File: config.mk
export PLATFORM = sky130hd
export DESIGN_NAME = pipe_ctrl
export DESIGN_NICKNAME = d
export VERILOG_FILES = /design/src/rtl/pipe_ctrl_pkg.sv /design/src/rtl/pipe_ctrl_jmp_arb.sv /design/src/rtl/pipe_ctrl.sv
export SDC_FILE = /design/constraint.sdc
export NUM_CORES = 1
export LEC_CHECK = 0
export CAP_MARGIN = 20
export CELL_PAD_IN_SITES_DETAIL_PLACEMENT = 1
export CELL_PAD_IN_SITES_GLOBAL_PLACEMENT = 2
export CORE_MARGIN = 2
export CORE_UTILIZATION = 10
export CTS_CLUSTER_SIZE = 28
export DETAILED_ROUTE_END_ITERATION = 10
export GPL_ROUTABILITY_DRIVEN = 0
export HOLD_SLACK_MARGIN = 0.08
export PLACE_DENSITY_LB_ADDON = 0.1
export SLEW_MARGIN = 0
export SYNTH_ARGS = -nofsm -noshare
export SYNTH_HDL_FRONTEND = slang
export SYNTH_SLANG_ARGS = --single-unit
export TNS_END_PERCENT = 1
File: constraint.sdc
create_clock -name clk -period 1.22 [get_ports clk]
set_input_delay 0.122 -clock clk [delete_from_list [all_inputs] [get_ports clk]]
set_output_delay 0.122 -clock clk [all_outputs]
set_load 0.01 [all_outputs]
File: src/rtl/pipe_ctrl_pkg.sv
// rtl/pipe_ctrl_pkg.sv - shared types, stage/source indices and sizing helper for pipe_ctrl
package pipe_ctrl_pkg;

    // Controller state: idle, or inside the post-redirect bubble window.
    typedef enum logic {
        PC_IDLE  = 1'b0,
        PC_FLUSH = 1'b1
    } pc_state_e;

    // Pipeline register indices, youngest first.
    localparam int STG_IF  = 0;
    localparam int STG_ID  = 1;
    localparam int STG_EX  = 2;
    localparam int STG_MEM = 3;

    // Redirect source indices; lower index wins.
    localparam int JSRC_TRAP = 0;
    localparam int JSRC_BR   = 1;

    // Bits needed to represent any value in 0..max_val (never less than one).
    function automatic int cnt_bits(input int max_val);
        int b;
        b = 1;
        for (int i = 1; i < 31; i++) begin
            if ((1 << i) <= max_val) begin
                b = i + 1;
            end
        end
        return b;
    endfunction

endpackage

File: src/rtl/pipe_ctrl_jmp_arb.sv
// rtl/pipe_ctrl_jmp_arb.sv - fixed-priority redirect source picker (lowest index wins)
module jmp_arb #(
    parameter int NJSRC  = 2,
    parameter int ADDR_W = 32,
    parameter int SRC_W  = 1
) (
    input  logic [NJSRC-1:0]        req_i,
    input  logic [NJSRC*ADDR_W-1:0] addr_i,
    output logic                    valid_o,
    output logic [SRC_W-1:0]        idx_o,
    output logic [NJSRC-1:0]        gnt_o,
    output logic [ADDR_W-1:0]       addr_o
);

    // Scan from the lowest-priority source down so the lowest set index is the final write.
    always_comb begin
        valid_o = 1'b0;
        idx_o   = '0;
        gnt_o   = '0;
        addr_o  = '0;
        for (int s = NJSRC - 1; s >= 0; s--) begin
            if (req_i[s]) begin
                valid_o  = 1'b1;
                idx_o    = SRC_W'(s);
                gnt_o    = '0;
                gnt_o[s] = 1'b1;
                addr_o   = addr_i[s*ADDR_W +: ADDR_W];
            end
        end
    end

endmodule

File: src/rtl/pipe_ctrl.sv
// rtl/pipe_ctrl.sv - pipeline hazard controller: redirect arbitration, hold decode, flush window (option: PIPE_CTRL_PERF_EN)
module pipe_ctrl
    import pipe_ctrl_pkg::*;
#(
    parameter int ADDR_W    = 32,
    parameter int NSTAGE    = 4,
    parameter int NJSRC     = 2,
    parameter int JMP_STG   = STG_EX,
    parameter int FLUSH_CYC = 2,
    localparam int SRC_W    = (NJSRC > 1) ? $clog2(NJSRC) : 1
) (
    input  logic                    clk,
    input  logic                    rst,
    input  logic [NJSRC-1:0]        jump_en_i,
    input  logic [NJSRC*ADDR_W-1:0] jump_addr_i,
    input  logic [NSTAGE-1:0]       hold_req_i,
    output logic                    jump_en_o,
    output logic [ADDR_W-1:0]       jump_addr_o,
    output logic [SRC_W-1:0]        jump_src_o,
    output logic [NJSRC-1:0]        jump_ack_o,
    output logic [NSTAGE-1:0]       stall_o,
    output logic [NSTAGE-1:0]       flush_o,
    output logic                    busy_o
`ifdef PIPE_CTRL_PERF_EN
    ,
    output logic [31:0]             perf_stall_cnt_o,
    output logic [31:0]             perf_flush_cnt_o
`endif
);

    // Counter holds the number of extra flush cycles still owed after the current one.
    localparam int CNT_MAX = (FLUSH_CYC > 2) ? (FLUSH_CYC - 2) : 0;
    localparam int CNT_W   = cnt_bits(CNT_MAX);
    localparam logic [CNT_W-1:0] CNT_INIT = CNT_W'(CNT_MAX);

    // Stages younger than the resolve stage hold wrong-path instructions after a redirect.
    localparam logic [NSTAGE-1:0] FRONT_MASK = NSTAGE'((1 << JMP_STG) - 1);

    pc_state_e         state_q, state_d;
    logic [CNT_W-1:0]  cnt_q, cnt_d;

    logic              arb_valid;
    logic [SRC_W-1:0]  arb_idx;
    logic [NJSRC-1:0]  arb_gnt;
    logic [ADDR_W-1:0] arb_addr;

    logic [NSTAGE-1:0] hold_stall;
    logic [NSTAGE-1:0] hold_flush;
    logic              hold_blk;
    logic              accept;

    jmp_arb #(
        .NJSRC  (NJSRC),
        .ADDR_W (ADDR_W),
        .SRC_W  (SRC_W)
    ) u_jmp_arb (
        .req_i   (jump_en_i),
        .addr_i  (jump_addr_i),
        .valid_o (arb_valid),
        .idx_o   (arb_idx),
        .gnt_o   (arb_gnt),
        .addr_o  (arb_addr)
    );

    // Hold decode: every stage at or below the oldest holding stage stalls, the next older one gets a bubble.
    always_comb begin
        hold_stall = '0;
        hold_flush = '0;
        hold_blk   = 1'b0;
        for (int i = 0; i < NSTAGE; i++) begin
            for (int j = i; j < NSTAGE; j++) begin
                if (hold_req_i[j]) begin
                    hold_stall[i] = 1'b1;
                end
            end
            if (i >= JMP_STG && hold_req_i[i]) begin
                hold_blk = 1'b1;
            end
        end
        for (int i = 1; i < NSTAGE; i++) begin
            hold_flush[i] = hold_req_i[i-1] & ~hold_stall[i];
        end
    end

    // Next state and all control outputs; a hold at or past the resolve stage pre-empts any redirect.
    always_comb begin
        state_d     = state_q;
        cnt_d       = cnt_q;
        jump_en_o   = 1'b0;
        jump_addr_o = '0;
        jump_src_o  = '0;
        jump_ack_o  = '0;
        stall_o     = '0;
        flush_o     = '0;
        accept      = arb_valid & ~hold_blk;

        if (accept) begin
            // Younger holds are moot: their instructions are being squashed.
            jump_en_o   = 1'b1;
            jump_addr_o = arb_addr;
            jump_src_o  = arb_idx;
            jump_ack_o  = arb_gnt;
            flush_o     = FRONT_MASK;
            if (FLUSH_CYC > 1) begin
                state_d = PC_FLUSH;
                cnt_d   = CNT_INIT;
            end
        end else if (state_q == PC_FLUSH) begin
            // Keep bubbling the front end while fetch catches up; older holds still act on older stages.
            flush_o = FRONT_MASK | (hold_blk ? hold_flush : '0);
            stall_o = hold_blk ? (hold_stall & ~FRONT_MASK) : '0;
            if (!stall_o[JMP_STG]) begin
                if (cnt_q == '0) begin
                    state_d = PC_IDLE;
                end else begin
                    cnt_d = cnt_q - CNT_W'(1);
                end
            end
        end else begin
            stall_o = hold_stall;
            flush_o = hold_flush;
        end

        if (!rst) begin
            jump_en_o   = 1'b0;
            jump_addr_o = '0;
            jump_src_o  = '0;
            jump_ack_o  = '0;
            stall_o     = '0;
            flush_o     = '0;
        end
    end

    assign busy_o = (|stall_o) | (|flush_o);

    // State and flush-window counter registers.
    always_ff @(posedge clk) begin
        if (!rst) begin
            state_q <= PC_IDLE;
            cnt_q   <= '0;
        end else begin
            state_q <= state_d;
            cnt_q   <= cnt_d;
        end
    end

`ifdef PIPE_CTRL_PERF_EN
    logic [31:0] perf_stall_q;
    logic [31:0] perf_flush_q;

    // Saturating event counters for stall cycles and taken redirects.
    always_ff @(posedge clk) begin
        if (!rst) begin
            perf_stall_q <= '0;
            perf_flush_q <= '0;
        end else begin
            if ((|stall_o) && (perf_stall_q != 32'hFFFF_FFFF)) begin
                perf_stall_q <= perf_stall_q + 32'd1;
            end
            if (jump_en_o && (perf_flush_q != 32'hFFFF_FFFF)) begin
                perf_flush_q <= perf_flush_q + 32'd1;
            end
        end
    end

    assign perf_stall_cnt_o = rst ? perf_stall_q : 32'd0;
    assign perf_flush_cnt_o = rst ? perf_flush_q : 32'd0;
`endif

endmodule
==> impl_metrics.csv <==
group,metric,value,unit
run,drv_cap,0,
final_layout,drive_above_1_share,0.396,
detailed_routing,vias_per_cell,4.21,
detailed_routing,drc,0,
setup_path,path_cells,"buf_8 > nor2_4 > buf_6 > and3_4 > clkbuf_16 > a22o_1 > buf_2",
die,start_util,0.103,
detailed_routing,dr.pass1.iters,3,
setup_path,worst_setup_path_start_kind,"primary input",
setup_path,reg2reg_slack,360,ps
die,ios,117,
sta,period_share,1.05,
yosys,synth_area_leader_cell,"a22o_1",
power_and_ir_drop,switching_share,0.294,
power_and_ir_drop,clockPowerShare,0,
detailed_routing,vias,1102,
setup_path,cp_top_family,"buffers and inverters",
power_and_ir_drop,pwr-share-seq,0.073,
worst_hold_path,hp-class,"in2reg",
sta,timing.final.ws_setup,-66.3,ps
final_layout,fin_nets,266,
global_route,grt_max_degree,18,
yosys,yosys_warnings,0,
power_and_ir_drop,p_leak,0.907,nW
detailed_routing,antenna_left,0,
yosys,seq_area_frac_synth,0.0383,
power_and_ir_drop,power.density,277,mW/mm^2
worst_hold_path,min_from,"hold_req_i[2]",
sta,slew-limit-headroom,0.842,
die,coreArea,0.00507,mm^2
die,dieHeight,76.3,um
status,status,"finished with violations",
setup_path,slowest_delay,290,ps
setup_path,cp_slowest_cell,"and3_4",
clock_tree,cts.clk_slew.worst_paths,0,ps
yosys,synth_ff_type,"dfxtp_1",
yosys,syn_inst,63,
die,die_area,0.00582,mm^2
sta,setup_viol,32,
final_layout,fill_cells,606,
global_route,antenna_found_initial,0,
sta,drv_slew,0,
sta,min_period,1290,ps
placed_design,place_hpwl,3220,um
worst_hold_path,whs_path_depth,3,
yosys,ys_ff_latch,1,
final_layout,syn2layout_area_growth,261,%
placed_design,dpl_worst_slack,-862,ps
global_route,overflow,0,
setup_path,critical_path_class,"in2out",
detailed_routing,wirelength,4640,um
setup_path,reg2regPathDepth,2,
detailed_routing,drtIter0Drc,13,
yosys,syn_area,523,um^2
global_route,grt_pass1_wl,6840,um
clock_tree,hold_buffers,0,
die,num_rows,26,
die,die_w,76.3,um
setup_path,cp_data_arrival_time,1160,ps
yosys,yosys-top-cells-count,"a22o_1, buf_6, buf_2",
sta,finClkSkew,0,ps
sta,tightest_slew,235,ps
setup_path,end_kind,"output pin",
global_route,track_usage,0.146,
power_and_ir_drop,p_sw,154,uW
detailed_routing,wl_per_cell,17.7,um
sta,fmax,0.777,GHz
sta,rsz0062_at_grt,"yes",
yosys,syn_avg_cell_area,8.30,um^2
yosys,synth-edff-count,0,
global_route,grt_pass1_vias,1153,
sta,finalSetupTns,-1350,ps
setup_path,crit_fanout,8,
placed_design,io_buffers,116,
setup_path,critical_path_required,1100,ps
power_and_ir_drop,ir_drop,0.162,mV
sta,final-hold-violation-count,0,
yosys,synthTopCellsByArea,"a22o_1, buf_6, dfxtp_1",
yosys,synthArstFlopShare,0,
power_and_ir_drop,pwr-share-comb,0.927,
setup_path,critical_path_buf_inv_count,4,
yosys,yosys.cell_count.top_type,"a22o_1",
yosys,synth_top_area_frac,0.536,
clock_tree,worst_skew_pair.late_latency,0,ps
final_layout,diodes,0,
status,violations,"setup timing",
yosys,synth_nets,135,
power_and_ir_drop,internal_power,370,uW
yosys,synth.distinct_cells,21,
[layer usage]
metal	track usage	vias to the layer above	part of all wire
met2	0.313	54	0.58
met4	0	0	0
met5	0	-	0
met1	0.157	522	0.38
li1	-	526	-
met3	0.0190	0	0.047
[through the flow]
step           hold WS, ps  utilization  total power, mW  cell area (um^2)  std cells
4_1_cts                558        0.356            0.505              1810        258
2_1_floorplan          286            -            0.142               523         63
3_5_place_dp           606        0.352            0.508              1790        248
5_1_grt                537        0.373            0.557              1890        262
3_3_place_gp           596        0.352            0.500              1790        248
6_report               528        0.373            0.525              1890        262
[final cells by class]
cell class	count	area (um^2)	share of cell area
repair buffers	139	1330	0.705
multi-input cells	52	450	0.238
flip-flops and latches	1	20.0	0.0106
well taps	70	87.6	0.0463
[worst max-delay path by stage]
stage,start,to,cells after the start
after floorplan,jump_en_i[1],flush_o[2],3
after global placement,hold_req_i[2],jump_addr_o[1],6
after detailed placement,hold_req_i[2],jump_addr_o[28],6
after CTS,jump_en_i[0],jump_addr_o[10],8
after global routing,jump_en_i[0],jump_addr_o[10],7
final,hold_req_i[2],jump_addr_o[29],7
[power by group through the flow]
stage / sequential, mW / combinational, mW / clock [mW]
finish: 0.0381 / 0.486 / 0
floorplan: 0.0364 / 0.106 / 0
CTS: 0.0381 / 0.467 / 0
global placement: 0.0369 / 0.463 / 0
detailed placement: 0.0370 / 0.471 / 0
global route: 0.0385 / 0.519 / 0
[tightest hold or removal path: cells and delay by family]
kind	cells	cell delay, ps
buffers and inverters	2	200
AOI/OAI and AO/OA	1	170
[layout by cell type, fill, tap and decap left out]
master	n
nand3b_1	1
o311a_1	2
and2_1	1
nor2_1	1
or2_4	1
and3b_1	1
buf_8	1
clkbuf_2	3
dlygate4sd2_1	2
and3_1	1
buf_12	3
nor2b_1	2
dfxtp_1	1
nor2_4	1
clkdlybuf4s15_1	1
or2_2	1
buf_4	9
nor4_2	1
and4b_2	1
and3_4	1
clkbuf_16	3
a22o_1	32
buf_16	4
a21boi_1	1
dlymetal6s2s_1	2
nand2_1	1
buf_6	9
clkdlybuf4s50_1	65
a21oi_4	1
a21boi_0	1
and4_1	1
buf_2	37
[cells by family after synthesis]
group / Yosys count / share of synthesized area
simple gates: 15 / 0.199
flops: 1 / 0.0383
buf+inv: 10 / 0.151
compound gates: 37 / 0.612
[repair_timing]
action / in CTS / in global routing
gates resized for setup: 196 / 19
gates cloned: 5 / 3
pin swaps: 33 / 10
setup buffers: 6 / 2
endpoints found under the setup margin: 46 / 43
Power figures use the tool's default switching activity.
